## src/rtl/exidy2_hs_ram_arbiter.sv

```systemverilog
// exidy2_hs_ram_arbiter
//   Shares the single-port CPU work RAM between the game CPU and the hiscore
//   save/restore engine. A hiscore intent pauses the CPU, waits for the CPU's
//   in-flight access to finish, then lets a few guard cycles pass before it
//   grants the port to the hiscore engine. The port returns to the CPU once
//   both intents drop.
//
// Ports
//   master_clock, RESET_n         clock, synchronous active-low reset
//   cpu_ce/cs/we/addr/dout        CPU bus into the RAM
//   cpu_din                       registered RAM read data to the CPU
//   cpu_hold                      pause request to the CPU
//   hs_address/data_in/write      hiscore bus into the RAM
//   hs_access_read/write          hiscore intents
//   hs_data_out                   registered RAM read data to the hiscore engine
//   hs_grant                      hiscore owns the RAM port
//   hs_err                        sticky: hs_write seen without grant
//   ram_addr/din/we, ram_dout     work RAM port (read data 1 cycle after address)
module exidy2_hs_ram_arbiter #(
  parameter int AW           = 10,
  parameter int DW           = 8,
  parameter int DRAIN_CYCLES = 2
) (
  input  logic          master_clock,
  input  logic          RESET_n,
  input  logic          cpu_ce,
  input  logic          cpu_cs,
  input  logic          cpu_we,
  input  logic [AW-1:0] cpu_addr,
  input  logic [DW-1:0] cpu_dout,
  output logic [DW-1:0] cpu_din,
  output logic          cpu_hold,
  input  logic [AW-1:0] hs_address,
  input  logic [DW-1:0] hs_data_in,
  input  logic          hs_write,
  input  logic          hs_access_read,
  input  logic          hs_access_write,
  output logic [DW-1:0] hs_data_out,
  output logic          hs_grant,
  output logic          hs_err,
  output logic [AW-1:0] ram_addr,
  output logic [DW-1:0] ram_din,
  output logic          ram_we,
  input  logic [DW-1:0] ram_dout
);

  typedef enum logic [2:0] {
    CPU_OWN,
    HOLD,
    DRAIN,
    HS_OWN,
    RELEASE
  } state_t;

  localparam logic [3:0] DRAIN_LOAD = 4'(DRAIN_CYCLES - 1);

  state_t     state, state_nxt;
  logic [3:0] drain_cnt, drain_cnt_nxt;
  logic       guard;     // forces one CPU access between consecutive grants
  logic       mux_hs_q;  // port owner one cycle ago: who ram_dout belongs to
  logic       req;

  assign req = hs_access_read | hs_access_write;

  // Next state
  always_comb begin
    state_nxt     = state;
    drain_cnt_nxt = drain_cnt;
    case (state)
      CPU_OWN: if (req && !guard) state_nxt = HOLD;
      HOLD: begin
        if (!req) state_nxt = RELEASE;
        else if (cpu_ce) begin
          // this cpu_ce completes the access the CPU had in flight
          state_nxt     = DRAIN;
          drain_cnt_nxt = DRAIN_LOAD;
        end
      end
      DRAIN: begin
        if (!req)                  state_nxt = RELEASE;
        else if (drain_cnt == 4'd0) state_nxt = HS_OWN;
        else                       drain_cnt_nxt = drain_cnt - 4'd1;
      end
      HS_OWN:  if (!req) state_nxt = RELEASE;
      RELEASE: state_nxt = CPU_OWN;
      default: state_nxt = CPU_OWN;
    endcase
  end

  // RAM port mux; writes only pass in states where the owner may write
  always_comb begin
    ram_addr = cpu_addr;
    ram_din  = cpu_dout;
    ram_we   = 1'b0;
    case (state)
      CPU_OWN, HOLD: ram_we = cpu_cs & cpu_we & cpu_ce;
      HS_OWN: begin
        ram_addr = hs_address;
        ram_din  = hs_data_in;
        ram_we   = hs_write;
      end
      default: ram_we = 1'b0;
    endcase
  end

  always_ff @(posedge master_clock) begin
    if (!RESET_n) begin
      state       <= CPU_OWN;
      drain_cnt   <= 4'd0;
      guard       <= 1'b0;
      mux_hs_q    <= 1'b0;
      cpu_hold    <= 1'b0;
      hs_grant    <= 1'b0;
      hs_err      <= 1'b0;
      cpu_din     <= '0;
      hs_data_out <= '0;
    end else begin
      state     <= state_nxt;
      drain_cnt <= drain_cnt_nxt;
      // hold covers HOLD..RELEASE and drops on entry to CPU_OWN
      cpu_hold  <= (state_nxt != CPU_OWN);
      hs_grant  <= (state_nxt == HS_OWN);
      hs_err    <= hs_err | (hs_write & ~hs_grant);
      mux_hs_q  <= (state == HS_OWN);

      if (state == RELEASE)                 guard <= 1'b1;
      else if (state == CPU_OWN && cpu_ce)  guard <= 1'b0;

      // ram_dout lags the address by a cycle, so route it by last cycle's
      // owner; the side that does not own it keeps its last value
      if (mux_hs_q) hs_data_out <= ram_dout;
      else          cpu_din     <= ram_dout;
    end
  end

endmodule

```

## config.mk

```make
export PLATFORM = sky130hd
export DESIGN_NAME = exidy2_hs_ram_arbiter
export DESIGN_NICKNAME = d
export VERILOG_FILES = /design/src/rtl/exidy2_hs_ram_arbiter.sv
export SDC_FILE = /design/constraint.sdc
export NUM_CORES = 1
export LEC_CHECK = 0
export BUFFER_PORTS_ARGS = -buffer_cell sky130_fd_sc_hd__buf_2
export CELL_PAD_IN_SITES_DETAIL_PLACEMENT = 0
export CELL_PAD_IN_SITES_GLOBAL_PLACEMENT = 2
export CORE_UTILIZATION = 20
export CTS_BUF_LIST = sky130_fd_sc_hd__clkbuf_8
export CTS_CLUSTER_SIZE = 12
export DETAILED_ROUTE_END_ITERATION = 6
export PLACE_DENSITY = 0.88
export SYNTH_ARGS = -nofsm -noshare
export SYNTH_HDL_FRONTEND = slang
export SYNTH_SLANG_ARGS = --single-unit
```

## constraint.sdc

```tcl
create_clock -name master_clock -period 1.5 [get_ports master_clock]
set_input_delay 0.3 -clock master_clock [delete_from_list [all_inputs] [get_ports master_clock]]
set_output_delay 0.3 -clock master_clock [all_outputs]
set_load 0.005 [all_outputs]
```

==> flow_summary.toml <==
[outcome]
outcome = "complete, but fails checks"
violations = "setup timing"

[synthesis]
synth_flop_cell = "dfxtp_1"
seq_area_frac_synth = 0.423
syn_area_um2 = 1320
synth_compound_area_frac = 0.0652
synth_edf_count = 0
ys_ff_latch = 28
synth_mux_area_frac = 0.274
async_reset_ff_frac = 0
synth_top_family_by_area = "multiplexers"
synth.distinct_cells = 27
synthAdderAreaFrac = 0.0189
yosys_warnings = 0
yosys.area_share.xor_xnor = 0
syn_avg_cell_area_um2 = 9.52
synth_cells = 139
yosys.area_share.simple = 0.181
syn_nets = 193

[route]
drc_errors = 0
first_iter_violations = 17
ant_nets = 0
finalWirelength_mm = 3.61
vias = 1338
wl_per_cell_um = 11.5
drt_first_pass_iters = 2
viasPerCell = 4.25

[power_and_ir_drop]
irDropWorstVdd_v = 0.000358
p_per_area_nw_per_um2 = 795
p_leak_nw = 1.01

[timing]
setup_viol = 18
min_period_over_period = 1.16
slew_violations = 0
tns_ns = -4.07
finalClockSkew_ns = 0.00247
worstMarginPinSlew_ns = 0.316
fmax_mhz = 575
slew_headroom = 0.789
period_needed_ns = 1.74
hold_viol = 0
holdWs_ns = 0.182
rsz0062_at_grt = "yes"
setup_ws_ns = -0.240

[floorplan]
die_height_um = 83.4
coreArea_um2 = 6390
rows = 29
dieArea_um2 = 6950
ioPinCount = 90
die_x_um = 83.4
start_util = 0.207

[grt]
grt_max_degree = 20
grt_usage = 0.102
grt_pass1_wl_mm = 5.81
grt_overflow = 0
grt_pass1_vias = 1257
antenna_found_initial = 0

[placement]
dp_hpwl_mm = 2.84
gp_congestion = 0.769
numPortBuffers = 89

[clocking]
cts_buffers = 3
clk_latency_ns = 0.27
clkTransAtPathRegs_ns = 0.10
cts_buffer_depth = 2
clock-root-buffer = "clkbuf_8"
cts.sinks = 28
htreeDepth = 1
cts_tree = "yes"

[layout]
diodes = 0
fin_nets = 293
area_growth_pct = 59.5
layout_commonest_cell = "buf_2"
layout.cells.most_common_list = "85 x buf_2, 25 x nor2_1, 23 x dfxtp_1, 16 x mux2i_1, 13 x mux2_1"
drive_above_1_share = 0.517

[setup_path]
arrival_ns = 1.44
critical_path_class = "reg2out"
start_kind = "flip-flop"
worstPathRequired_ns = 1.20
endpoint_kind = "output pin"
startpoint = "state[2]"
worstReg2RegStart = "drain_cnt[0]"
cp_max_fo = 19

[min_path]
min_path_type = "in2reg"
min_from = "hs_access_read"

[run]
maxCapViolCount = 0
## synthesized netlist by cell type, types with 3 or more instances
library cell,count,area (µm²)
a21oi_1,6,30.0
buf_2,4,20.0
clkbuf_1,3,11.3
dfxtp_1,28,561
inv_1,5,18.8
mux2_1,18,203
mux2i_1,16,160
nand2_1,4,15.0
nand2b_1,3,18.8
nand3_1,6,30.0
nor2_1,25,93.8
## registers in the layout, summed over array words and instances (netlist names)
register and flops:
hs_err 1, state 3, drain_cnt 4, cpu_din 8, hs_data_out 8, guard 1, cpu_hold 1, hs_grant 1
mux_hs_q 1
## routing by layer
layer  share of wire  routed length [µm]  up-vias  global-route usage
met5               0                   0        -                   0
met4          0.0028                  10        0              0.0188
met3           0.048                 173        2              0.0288
met2            0.53                1910       33               0.191
met1            0.42                1520      624               0.116
li1                -                   -      679                   -
## critical path, stage by stage (launching register included)
cell,delay (ns)
dfxtp_2,0.34
nand3b_1,0.19
buf_12,0.19
mux2_1,0.31
buf_2,0.13
## final timing paths
check	end	slack (ns)	depth (start not counted)
hold / removal	state[2]	0.18	2
setup reg to reg	drain_cnt[3]	0.11	5
hold reg to reg	hs_err	0.48	2
setup / recovery	ram_addr[4]	-0.24	4
## cells by family (layout without fill, tap and decap cells)
logic type      count (synthesis)  count (layout)
flops                          28              28
simple gates                   50              50
compound gates                 13              13
fa+ha+maj                       2               2
mux                            34              34
buf+inv                        12             111
## stage by stage
step / util / power [mW] / instances / setup slack [ns] / cell area (µm²)
finish: 0.331 / 1.68 / 315 / -0.240 / 2110
global route: 0.331 / 1.78 / 315 / -0.307 / 2110
global placement: 0.303 / 1.07 / 308 / 0.0624 / 1930
floorplan: - / 0.914 / 139 / 0.0346 / 1330
CTS: 0.315 / 1.69 / 312 / -0.255 / 2010
detailed placement: 0.303 / 1.07 / 308 / 0.0648 / 1930
## power breakdown
part / switching (mW) / leakage (nW) / internal, mW
combinational: 0.123 / 0.745 / 0.175
clock: 0.238 / 0.0357 / 0.357
sequential: 0.0145 / 0.231 / 0.772
total: 0.375 / 1.01 / 1.30
## cell type report
class	instances	area [µm²]
clock buffer	3	41.3
clock inverter	1	30.0
fill	686	4280
inverter	5	18.8
multi-input combinational	99	761
sequential	28	567
tap	77	96.3
timing repair buffer	102	597
## timing repair
action	in CTS	in global routing
gates resized for setup	3	18
setup endpoints to repair	19	20
hold buffers	0	0
pin swaps	1	4
buffers inserted	0	3
Note: power is estimated with default switching activity, not from simulation.
